## src/rtl/sig_dump_engine_if.sv

```systemverilog
// Bus bundle between the signature dump engine and its CPU snoop, memory read port and host stream.
// master = engine side, slave = CPU/memory/host side.
interface sig_dump_engine_if;
    logic        store;
    logic [31:0] address;
    logic [31:0] store_data;
    logic        halted;
    logic        dump_active;
    logic        mem_rd_en;
    logic [29:0] mem_addr;
    logic [31:0] mem_data;
    logic        out_valid;
    logic        out_ready;
    logic [31:0] out_data;
    logic        out_last;
    logic        done;

    modport master (
        input  store, address, store_data, mem_data, out_ready,
        output halted, dump_active, mem_rd_en, mem_addr, out_valid, out_data, out_last, done
    );

    modport slave (
        output store, address, store_data, mem_data, out_ready,
        input  halted, dump_active, mem_rd_en, mem_addr, out_valid, out_data, out_last, done
    );
endinterface

```

## src/rtl/sig_dump_engine.sv

```systemverilog
// Snoops test-window stores, freezes the CPU on halt and streams the signature region out word by word.
// First beat T+3 (READ_LATENCY 1) / T+2 (0) after the halt store; each beat holds until out_ready. Macro SIG_CHECKSUM_EN appends a sum beat.
module sig_dump_engine #(
    parameter logic [31:0] TEST_BASE    = 32'h2000_0000,
    parameter int          READ_LATENCY = 1
) (
    input logic               clock,
    input logic               reset,
    sig_dump_engine_if.master bus
);
    typedef enum logic [2:0] {S_IDLE, S_ISSUE, S_WAIT, S_PRESENT, S_DONE} state_t;

    state_t      r_state;
    logic [29:0] r_sig_begin;
    logic [29:0] r_sig_end;
    logic [29:0] r_ptr;
    logic        r_halted;
    logic        r_dump_active;
    logic        r_mem_rd_en;
    logic [29:0] r_mem_addr;
    logic        r_out_valid;
    logic [31:0] r_out_data;
    logic        r_out_last;
    logic        r_done;
`ifdef SIG_CHECKSUM_EN
    logic [31:0] r_sum;
    logic        r_csum_beat;
`endif

    logic w_st_halt;
    logic w_st_begin;
    logic w_st_end;
    logic w_empty;
    logic w_ptr_last;
    logic w_capture;

    assign w_st_halt  = bus.store && (bus.address == TEST_BASE) && (bus.store_data == 32'd1);
    assign w_st_begin = bus.store && (bus.address == TEST_BASE + 32'd4);
    assign w_st_end   = bus.store && (bus.address == TEST_BASE + 32'd8);
    assign w_empty    = (r_sig_end <= r_sig_begin);
    assign w_ptr_last = ((r_ptr + 30'd1) == r_sig_end);
    // Read data lands while in ISSUE for a combinational memory, in WAIT for a registered one.
    assign w_capture  = (r_state == S_WAIT) || ((r_state == S_ISSUE) && (READ_LATENCY == 0));

    always_ff @(posedge clock) begin
        if (reset) begin
            r_state       <= S_IDLE;
            r_sig_begin   <= '0;
            r_sig_end     <= '0;
            r_ptr         <= '0;
            r_halted      <= 1'b0;
            r_dump_active <= 1'b0;
            r_mem_rd_en   <= 1'b0;
            r_mem_addr    <= '0;
            r_out_valid   <= 1'b0;
            r_out_data    <= '0;
            r_out_last    <= 1'b0;
            r_done        <= 1'b0;
`ifdef SIG_CHECKSUM_EN
            r_sum         <= '0;
            r_csum_beat   <= 1'b0;
`endif
        end else begin
            if (w_capture) begin
                r_state     <= S_PRESENT;
                r_out_valid <= 1'b1;
                r_out_data  <= bus.mem_data;
`ifdef SIG_CHECKSUM_EN
                r_out_last  <= 1'b0;
`else
                r_out_last  <= w_ptr_last;
`endif
            end
            case (r_state)
                S_IDLE: begin
                    if (w_st_begin) r_sig_begin <= bus.store_data[31:2];
                    if (w_st_end)   r_sig_end   <= bus.store_data[31:2];
                    if (w_st_halt) begin
                        r_halted <= 1'b1;
                        r_ptr    <= r_sig_begin;
                        if (w_empty) begin
`ifdef SIG_CHECKSUM_EN
                            r_state       <= S_PRESENT;
                            r_dump_active <= 1'b1;
                            r_out_valid   <= 1'b1;
                            r_out_data    <= '0;
                            r_out_last    <= 1'b1;
                            r_csum_beat   <= 1'b1;
`else
                            r_state <= S_DONE;
                            r_done  <= 1'b1;
`endif
                        end else begin
                            r_state       <= S_ISSUE;
                            r_dump_active <= 1'b1;
                            r_mem_rd_en   <= 1'b1;
                            r_mem_addr    <= r_sig_begin;
                        end
                    end
                end
                S_ISSUE: begin
                    r_mem_rd_en <= 1'b0;
                    if (READ_LATENCY != 0) r_state <= S_WAIT;
                end
                S_WAIT: ;
                S_PRESENT: begin
                    if (bus.out_ready) begin
                        r_out_valid <= 1'b0;
                        r_out_last  <= 1'b0;
`ifdef SIG_CHECKSUM_EN
                        if (r_csum_beat) begin
                            r_state       <= S_DONE;
                            r_dump_active <= 1'b0;
                            r_done        <= 1'b1;
                        end else if (w_ptr_last) begin
                            // Last data word accepted: present the running sum without touching memory.
                            r_out_valid <= 1'b1;
                            r_out_last  <= 1'b1;
                            r_out_data  <= r_sum + r_out_data;
                            r_csum_beat <= 1'b1;
                        end else begin
                            r_sum       <= r_sum + r_out_data;
                            r_state     <= S_ISSUE;
                            r_ptr       <= r_ptr + 30'd1;
                            r_mem_rd_en <= 1'b1;
                            r_mem_addr  <= r_ptr + 30'd1;
                        end
`else
                        if (w_ptr_last) begin
                            r_state       <= S_DONE;
                            r_dump_active <= 1'b0;
                            r_done        <= 1'b1;
                        end else begin
                            r_state     <= S_ISSUE;
                            r_ptr       <= r_ptr + 30'd1;
                            r_mem_rd_en <= 1'b1;
                            r_mem_addr  <= r_ptr + 30'd1;
                        end
`endif
                    end
                end
                S_DONE: ;
                default: r_state <= S_IDLE;
            endcase
        end
    end

    assign bus.halted      = r_halted;
    assign bus.dump_active = r_dump_active;
    assign bus.mem_rd_en   = r_mem_rd_en;
    assign bus.mem_addr    = r_mem_addr;
    assign bus.out_valid   = r_out_valid;
    assign bus.out_data    = r_out_data;
    assign bus.out_last    = r_out_last;
    assign bus.done        = r_done;
endmodule

```

## src/flat_wrapper.sv

```systemverilog
// flat-port wrapper written by rule: the top's interface ports become plain ports
module sig_dump_engine_flat 
#(
    parameter logic [31:0] TEST_BASE    = 32'h2000_0000,
    parameter int          READ_LATENCY = 1
)
  (clock, reset, bus_store, bus_address, bus_store_data, bus_mem_data, bus_out_ready, bus_halted, bus_dump_active, bus_mem_rd_en, bus_mem_addr, bus_out_valid, bus_out_data, bus_out_last, bus_done);
  sig_dump_engine_if bus_i ();
  input logic clock;
  input logic reset;
  input wire logic [$bits(bus_i.store)-1:0] bus_store;
  input wire logic [$bits(bus_i.address)-1:0] bus_address;
  input wire logic [$bits(bus_i.store_data)-1:0] bus_store_data;
  input wire logic [$bits(bus_i.mem_data)-1:0] bus_mem_data;
  input wire logic [$bits(bus_i.out_ready)-1:0] bus_out_ready;
  output wire logic [$bits(bus_i.halted)-1:0] bus_halted;
  output wire logic [$bits(bus_i.dump_active)-1:0] bus_dump_active;
  output wire logic [$bits(bus_i.mem_rd_en)-1:0] bus_mem_rd_en;
  output wire logic [$bits(bus_i.mem_addr)-1:0] bus_mem_addr;
  output wire logic [$bits(bus_i.out_valid)-1:0] bus_out_valid;
  output wire logic [$bits(bus_i.out_data)-1:0] bus_out_data;
  output wire logic [$bits(bus_i.out_last)-1:0] bus_out_last;
  output wire logic [$bits(bus_i.done)-1:0] bus_done;
  assign bus_i.store = bus_store;
  assign bus_i.address = bus_address;
  assign bus_i.store_data = bus_store_data;
  assign bus_i.mem_data = bus_mem_data;
  assign bus_i.out_ready = bus_out_ready;
  assign bus_halted = bus_i.halted;
  assign bus_dump_active = bus_i.dump_active;
  assign bus_mem_rd_en = bus_i.mem_rd_en;
  assign bus_mem_addr = bus_i.mem_addr;
  assign bus_out_valid = bus_i.out_valid;
  assign bus_out_data = bus_i.out_data;
  assign bus_out_last = bus_i.out_last;
  assign bus_done = bus_i.done;
  sig_dump_engine #(.TEST_BASE(TEST_BASE), .READ_LATENCY(READ_LATENCY)) u_core (.clock(clock), .reset(reset), .bus(bus_i));
endmodule
```

## config.mk

```make
export PLATFORM = sky130hd
export DESIGN_NAME = sig_dump_engine_flat
export DESIGN_NICKNAME = d
export VERILOG_FILES = /design/src/rtl/sig_dump_engine_if.sv /design/src/rtl/sig_dump_engine.sv /design/src/flat_wrapper.sv
export SDC_FILE = /design/constraint.sdc
export NUM_CORES = 1
export LEC_CHECK = 0
export CORE_MARGIN = 8
export CORE_UTILIZATION = 40
export DETAILED_ROUTE_END_ITERATION = 10
export SYNTH_ARGS = -nofsm -noshare
export SYNTH_HDL_FRONTEND = slang
export SYNTH_SLANG_ARGS = --single-unit
```

## constraint.sdc

```tcl
create_clock -name clock -period 4.65 [get_ports clock]
set_clock_uncertainty 0.1 [all_clocks]
set_input_delay 0.93 -clock clock [delete_from_list [all_inputs] [get_ports clock]]
set_output_delay 0.93 -clock clock [all_outputs]
set_load 0.05 [all_outputs]
```

==> results of run 1 <==
## per-layer routing
| metal | vias up | GRT usage (%) | share of wire [%] |
|---|---|---|---|
| li1 | 4019 | - | - |
| met1 | 3782 | 25.0 | 44 |
| met2 | 233 | 32.8 | 46 |
| met3 | 15 | 7.56 | 8.3 |
| met4 | 0 | 4.55 | 1.1 |
| met5 | - | 0 | 0 |
## through the flow
step / power [mW] / util, % / hold WS (ns) / cell area, µm²
2_1_floorplan: 1.44 / - / 0.332 / 8590
3_3_place_gp: 1.55 / 49.6 / 0.338 / 10500
3_5_place_dp: 1.54 / 49.6 / 0.347 / 10500
4_1_cts: 2.97 / 52.4 / 0.355 / 11100
5_1_grt: 3.04 / 52.8 / 0.365 / 11100
6_report: 2.95 / 52.8 / 0.353 / 11100
## synth_stat cells (4+ instances only)
| library cell | instances | share of area [%] |
|---|---|---|
| o21ai_0 | 16 | 0.93 |
| nand4_1 | 26 | 1.9 |
| mux2_1 | 8 | 1.0 |
| buf_2 | 7 | 0.41 |
| nand2_1 | 290 | 13 |
| dfxtp_1 | 161 | 38 |
| clkbuf_1 | 60 | 2.6 |
| nand2b_1 | 7 | 0.51 |
| a211oi_1 | 7 | 0.61 |
| or2_2 | 4 | 0.29 |
| or4_1 | 5 | 0.44 |
| a21oi_1 | 110 | 6.4 |
| o211ai_1 | 24 | 2.1 |
| nor3_1 | 18 | 1.0 |
| mux2i_1 | 52 | 6.1 |
| buf_4 | 4 | 0.35 |
| inv_1 | 37 | 1.6 |
| a21o_1 | 5 | 0.44 |
| nor2_1 | 29 | 1.3 |
| ha_1 | 31 | 4.5 |
| xnor3_1 | 7 | 1.8 |
| xor2_1 | 16 | 1.6 |
| xnor2_1 | 29 | 3.0 |
| or3_1 | 4 | 0.29 |
| nand3_1 | 12 | 0.70 |
| nor4b_1 | 5 | 0.51 |
| nor2b_1 | 15 | 1.1 |
| nor4_1 | 29 | 2.1 |
## power by group
group	switching [mW]	total (mW)	internal, mW
Sequential	0.00000590	1.38	1.38
Clock	0.621	1.44	0.814
Combinational	0.0555	0.135	0.0793
## cell families (layout without fill, tap and decap cells)
logic type      after synthesis  count (layout)
mux                          60              60
flops                       161             161
compound gates              198             198
fa+ha+maj                    31              31
xor+xnor                     52              52
buf+inv                     111             263
simple gates                464             464
## worst max-delay path, delay by kind of cell, from the launching register on
kind                       cells  cell delay (ns)
and+or+nand+nor                3             1.67
AOI/OAI and AO/OA              4             1.08
DFF                            1             0.44
muxes                          1             0.30
adders and majority gates      1             0.27
buffers and inverters          2             0.25
## cells in the final DEF (no fill, tap or decap), types with 4 or more instances in the layout
cell,count
a21o_1,5
nand2b_1,7
o211ai_1,24
nand2_1,290
nor4_1,29
nor2b_1,15
or4_1,5
ha_1,31
nor4b_1,5
nor2_1,28
mux2_1,8
inv_6,4
xnor3_1,7
dfxtp_1,161
clkbuf_16,17
nand3_1,12
o21ai_0,16
a21oi_1,110
a211oi_1,7
clkdlybuf4s50_1,166
inv_1,37
xor2_1,16
mux2i_1,52
or3_1,4
or2_2,4
xnor2_1,29
nand4_1,26
nor3_1,18
buf_4,24
## timing repair
| item | in CTS | in global routing |
|---|---|---|
| buffers inserted | 0 | 8 |
| setup endpoints to repair | 0 | 46 |
| resized for setup | 0 | 0 |
## registers in the layout, summed over array words and instances (netlist names)
register	cells
u_core.bus.done	1
u_core.bus.dump_active	1
u_core.bus.halted	1
u_core.bus.mem_addr	30
u_core.bus.mem_rd_en	1
u_core.bus.out_data	32
u_core.bus.out_last	1
u_core.bus.out_valid	1
u_core.r_ptr	30
u_core.r_sig_begin	30
u_core.r_sig_end	30
u_core.r_state	3
## layout make-up
| type | instances | area, µm² | share of cell area, % |
|---|---|---|---|
| clock buffer | 18 | 439 | 3.94 |
| clock inverter | 14 | 153 | 1.37 |
| inverter | 38 | 143 | 1.28 |
| multi-input combinational | 805 | 4930 | 44.3 |
| sequential | 161 | 3220 | 28.9 |
| tap | 275 | 344 | 3.09 |
| timing repair buffer | 193 | 1900 | 17.1 |
## worst max-delay path by stage
stage / to / start / cells after the start
3_3_place_gp: u_core.bus.mem_addr[19] / u_core.r_ptr[0] / 10
6_report: u_core.r_ptr[21] / u_core.r_ptr[0] / 11
3_5_place_dp: u_core.bus.mem_addr[16] / u_core.r_ptr[0] / 10
5_1_grt: u_core.r_ptr[17] / u_core.r_ptr[0] / 12
4_1_cts: u_core.bus.mem_addr[16] / u_core.r_ptr[0] / 10
2_1_floorplan: u_core.r_ptr[21] / u_core.r_ptr[0] / 12
==> impl_metrics.ini, run 1 <==
[routing]
drtAntennaViolNets = 0
vias = 8049
drc = 0
routed_wirelength_mm = 26.7
wl_per_cell_um = 17.7
drt-initial-drc-count = 501
drt-pass1-iter-count = 5
viasPerCell = 5.35

[timing]
worst_pin_slew_ns = 0.905
timing.final.crit_period_ns = 4.23
slew_headroom_pct = 39.7
setup_slack_ns = 0.415
period_share_pct = 91.1
slew_violations = 0
tns_ns = 0
rsz0062_at_grt = false
hold_violations = 0
setup_viol = 0
timing.fmax_ghz = 0.236

[finish]
drive_gt1_share_pct = 5.94
nFillCells = 2043
layoutNonFillerInstCount = 1504
fin_nets = 1347
area_growth_pct = 29.6
diodes = 0

[setup_path]
crit_chain = ha_1, nand3_4, or4_1, o211a_1, a2111oi_0, o2111ai_1, or4_1, o21ai_4, buf_12, buf_4, mux2_1
critPathCaptureType = register
r2r_end = u_core.r_ptr[21]
r2r_start = u_core.r_ptr[0]
cpMostUsedCell = or4_1
slowest_stage = or4_1
regToRegSetupSlack_ns = 0.42
reg2regPathDepth = 11
crit_path_start_kind = register
slowest_delay_ns = 0.76
worstSetupPathType = register to register
cp_max_fo = 10
required_ns = 4.86
crit_arrival_ns = 4.44

[pwr]
cellPowerDensity_nw_per_um2 = 265
p_leak_nw = 4.09
ir_worst_vdd_v = 0.000228

[synthesis]
netlist_instances = 1077
synth_area_um2 = 8590
synth-xor-area-share_pct = 6.42
synth_top_family_by_area = simple AND/OR/NAND/NOR gates
synth_nets = 1208
yosys_warnings = 0
ys.flop_type = dfxtp_1
synth_edf_count = 0
synthArstFlopShare_pct = 0
seq_area_frac_synth_pct = 37.5
ys_ff_latch = 161
avgSynthCellArea_um2 = 7.98
yosys.area_share.adder_pct = 4.51
synth-simple-area-share_pct = 25.0
ys_types = 61
muxShareOfSynthArea_pct = 7.11
synth_compound_area_share_pct = 14.2

[die]
die_width_um = 163
io_pins = 168
die_h_um = 163
rows = 53
start_util_pct = 40.7
coreArea_um2 = 21100
die_area_um2 = 26400

[placement]
io_buffers = 167
dpl.hpwl_mm = 20.0
pre_cts_slack_ns = 0.311
post-place-cells = 1464
gp_congestion = 0.871

[min_path]
hold_depth = 2
holdPathEnd = u_core.r_sig_begin[2]
hp-class = register to register
min_from = u_core.r_sig_begin[2]

[clock_network]
cts_tree = built
root_buffer = clkbuf_16
hold_buffers = 0
cts_buffers = 17
max-clock-path-buffers = 2
h-tree-depth = 4
cts.clk_slew.worst_paths_ns = 0.06
clk_latency_ns = 0.43
cts_sinks = 161

[global_route]
grt_max_degree = 84
grt_pass1_wl_mm = 42.8
grt_overflow_total = 0
track_usage_pct = 20.2
grt_pass1_vias = 7939
antenna_found_initial = 0

[run_status]
outcome = finished, final reports clean

[job]
cap_viol_max_count = 0
Power figures use the tool's default switching activity.
==> run 2: changes to the inputs <==
Settings changed: REMOVE_ABC_BUFFERS set to 1.
==> impl_metrics.ini, run 2 (synthesis gave the netlist of run 1 again) <==
[die]
start_util_pct = 40.7
rows = 53
die_area_um2 = 26400
die_width_um = 163
io_pins = 168
die_h_um = 163
coreArea_um2 = 21100

[placement]
io_buffers = 167
gp_congestion = 0.891
placed_area_um2 = 10500
pre_cts_slack_ns = 0.356
dpl.hpwl_mm = 19.2
post-place-cells = 1460

[setup_path]
cp_max_fo = 12
regToRegSetupSlack_ns = 0.37
endpoint = u_core.r_ptr[21]
worstSetupPathType = register to register
r2r_end = u_core.r_ptr[21]
critPathCaptureType = register
cp-startpoint = u_core.r_ptr[0]
crit_arrival_ns = 4.49
required_ns = 4.86
reg2regPathDepth = 10
crit_path_start_kind = register
r2r_start = u_core.r_ptr[0]

[global_route]
grt_pass1_vias = 8004
grt_pass1_wl_mm = 42.6
grt_overflow_total = 0
track_usage_pct = 20.0
grt_max_degree = 77
antenna_found_initial = 0

[clock_network]
cts_tree = built
cts.clk_slew.worst_paths_ns = 0.08
h-tree-depth = 4
cts_resized = 0
hold_buffers = 0
clk_latency_ns = 0.43
cts_sinks = 161
cts_setup_buffers = 0
cts_buffers = 17
root_buffer = clkbuf_16
max-clock-path-buffers = 2

[finish]
drive_gt1_share_pct = 5.01
stdcell_area_um2 = 11100
diodes = 0
largest_register_ffs = 32
layoutNonFillerInstCount = 1492
area_growth_pct = 28.8
mostFrequentLayoutCells = nand2_1 (290), clkdlybuf4s50_1 (166), dfxtp_1 (161), a21oi_1 (110), mux2i_1 (52)
fin_nets = 1335
layout_commonest_cell = nand2_1

[timing]
hold_violations = 0
setup_viol = 0
timing.fmax_ghz = 0.234
period_share_pct = 92.1
worst_pin_slew_ns = 0.817
slew_headroom_pct = 45.5
setup_slack_ns = 0.369
timing.final.crit_period_ns = 4.28
rsz0062_at_grt = false
slew_violations = 0
whs_ns = 0.355

[routing]
viasPerCell = 5.34
vias = 7964
wl_per_cell_um = 17.8
drtAntennaViolNets = 0
drt-pass1-iter-count = 4
routed_wirelength_mm = 26.6
drt-initial-drc-count = 409
drc = 0

[run_status]
outcome = finished, final reports clean

[min_path]
hp-class = register to register
min_from = u_core.bus.out_data[9]

[pwr]
p_leak_nw = 4.05
cellPowerDensity_nw_per_um2 = 270
ir_worst_vdd_v = 0.000223
total_power_mw = 2.99

[job]
cap_viol_max_count = 0
-- run 2: cell types whose count changed in the layout (fill, tap and decap cells not counted), sizes merged --
cell	before	now
inv	43	47
clkbuf	18	17
clkinvlp	3	0
bufinv	2	1
clkinv	4	5
buf	27	15
-- run 2: final cells by class --
class	instances	area [µm²]
fill	2037	10000
multi-input combinational	805	4930
sequential	161	3220
timing repair buffer	181	1810
clock buffer	17	425
tap	275	344
clock inverter	15	188
inverter	38	143
-- run 2: critical path, stage by stage (launching register included) --
cell       delay, ns
dfxtp_1         0.45
ha_1            0.27
nand3_4         0.16
or4_1           0.75
o211a_1         0.28
a2111oi_0       0.33
o2111ai_1       0.17
or4_1           0.77
o21ai_4         0.27
buf_4           0.26
mux2_1          0.33
-- run 2: through the flow --
| stage | setup TNS (ns) | utilization (%) |
|---|---|---|
| finish | 0 | 52.5 |
| global route | 0 | 52.5 |
| CTS | 0 | 52.5 |
| global placement | 0 | 49.6 |
| detailed placement | 0 | 49.6 |
| floorplan | -0.186 | - |
-- run 2: how the worst min path moves through the flow --
| stage | endpoint | slack [ns] | depth (start not counted) |
|---|---|---|---|
| floorplan | u_core.r_sig_begin[1] | 0.33 | 2 |
| global placement | u_core.bus.halted | 0.34 | 2 |
| detailed placement | u_core.r_sig_begin[2] | 0.34 | 2 |
| CTS | u_core.r_sig_begin[2] | 0.35 | 2 |
| global route | u_core.bus.out_data[30] | 0.37 | 2 |
| finish | u_core.bus.out_data[9] | 0.35 | 2 |
-- run 2: layer usage --
metal  wire (µm)  GRT usage, %  vias to the layer above
met5           0             0                        -
met4         206          3.59                        0
met3        2280          7.99                       12
met2       12000          32.0                      217
met1       12100          25.3                     3736
li1            -             -                     3999
-- run 2: power by group --
part / internal (mW) / switching [mW]
combinational: 0.0795 / 0.0569
clock: 0.779 / 0.695
sequential: 1.38 / 0.00000574
total: 2.24 / 0.752
==> run 3: changes to the inputs <==
Settings changed: CORE_ASPECT_RATIO set to 1.5, PLACE_DENSITY set to 0.67.
Clock period 4.65 ns to 3.65 ns, I/O delays scaled along.
==> impl_metrics.ini, run 3 (synthesis gave the netlist of run 1 again) <==
[finish]
drive_gt1_share_pct = 9.23
fin_nets = 1386
stdcell_area_um2 = 11500
layoutNonFillerInstCount = 1536
mostFrequentLayoutCells = nand2_1 (290), clkdlybuf4s50_1 (166), dfxtp_1 (160), a21oi_1 (110), buf_4 (59)
area_growth_pct = 33.6
layout_commonest_cell = nand2_1
fin_util_pct = 54.5
largest_register_ffs = 32
diodes = 0

[timing]
worst_pin_slew_ns = 0.736
hold_violations = 0
slew_violations = 0
slew_headroom_pct = 50.9
setup_slack_ns = 0.131
period_share_pct = 96.4
tns_ns = 0
timing.final.crit_period_ns = 3.52
rsz0062_at_grt = false
setup_viol = 0
timing.fmax_ghz = 0.284

[die]
die_area_um2 = 26500
start_util_pct = 40.8
die_width_um = 136
io_pins = 168
rows = 65
coreArea_um2 = 21100
die_h_um = 196

[routing]
routed_wirelength_mm = 27.4
vias = 8330
drt-pass1-iter-count = 5
drt-initial-drc-count = 396
drc = 0
viasPerCell = 5.42
drtAntennaViolNets = 0
wl_per_cell_um = 17.8

[pwr]
p_leak_nw = 4.29
cellPowerDensity_nw_per_um2 = 324
ir_worst_vdd_v = 0.000263

[global_route]
grt_pass1_wl_mm = 43.7
grt_overflow_total = 0
antenna_found_initial = 0
track_usage_pct = 20.8
grt_max_degree = 47
grt_pass1_vias = 8413

[clock_network]
cts_setup_buffers = 0
root_buffer = clkbuf_16
max-clock-path-buffers = 2
cts_buffers = 17
cts_tree = built
clk_latency_ns = 0.44
cts.clk_slew.worst_paths_ns = 0.07
h-tree-depth = 4
cts_sinks = 161

[setup_path]
slowest_delay_ns = 0.61
required_ns = 3.87
cpMostUsedCell = or4_4
crit_chain = ha_1, nand3_4, or4_4, o211a_1, a2111oi_0, o2111ai_1, or4_4, o21ai_4, buf_12, mux2_1
slowest_stage = or4_4
cp_max_fo = 10
crit_path_start_kind = register
critPathCaptureType = register
worstSetupPathType = register to register
crit_family = simple AND/OR/NAND/NOR gates
crit_arrival_ns = 3.74
worst-path-buf-inv = 1
cp-startpoint = u_core.r_ptr[0]
r2r_start = u_core.r_ptr[0]

[placement]
placed_area_um2 = 10900
dpl.hpwl_mm = 20.6
post-place-cells = 1504
gp_congestion = 0.908
pre_cts_slack_ns = -0.0436
io_buffers = 167

[min_path]
hp-class = register to register
min_from = u_core.bus.halted

[job]
cap_viol_max_count = 0

[run_status]
outcome = finished, final reports clean
-- run 3: through the flow --
step           hold slack, ns  power [mW]
3_3_place_gp            0.335        1.97
2_1_floorplan           0.326        1.81
3_5_place_dp            0.345        1.97
5_1_grt                 0.366        3.82
4_1_cts                 0.355        3.74
6_report                0.351        3.71
-- run 3: layout make-up --
cell class	instances	area, µm²
tap	268	335
multi-input combinational	805	4950
sequential	161	3220
inverter	38	143
clock buffer	19	453
fill	1962	9590
clock inverter	13	126
timing repair buffer	232	2240
-- run 3: final timing paths --
check / endpoint / slack [ns] / cells past startpoint
worst max-delay path: u_core.r_ptr[27] / 0.13 / 10
worst min-delay path: u_core.bus.halted / 0.35 / 2
worst max register to register: u_core.r_ptr[27] / 0.13 / 10
worst min register to register: u_core.bus.halted / 0.35 / 2
-- run 3: routing by layer --
metal	global-route usage (%)	up-vias	routed length, µm
li1	-	4095	-
met1	21.5	3924	10500
met2	36.4	256	13700
met3	7.12	55	2110
met4	10.2	0	1010
met5	0	-	0
-- run 3: worst register-to-register path, delay by kind of cell (launching register included) --
family,cells,cell delay (ns)
mux,1,0.32
compound gates,4,0.97
buf+inv,1,0.17
fa+ha+maj,1,0.23
flops,1,0.33
simple gates,3,1.28
-- run 3: where the power goes --
| part | switching (mW) | internal [mW] |
|---|---|---|
| Sequential | 0.00000773 | 1.76 |
| Combinational | 0.0725 | 0.104 |
| Clock | 0.796 | 0.985 |
| Total | 0.868 | 2.85 |
-- run 3: what timing repair did --
action / in CTS / in global routing
hold endpoints to repair: 0 / 0
gates cloned: 0 / 0
hold buffers: 0 / 0
pin swaps: 0 / 1
setup endpoints to repair: 11 / 49
gates resized for setup: 1 / 5
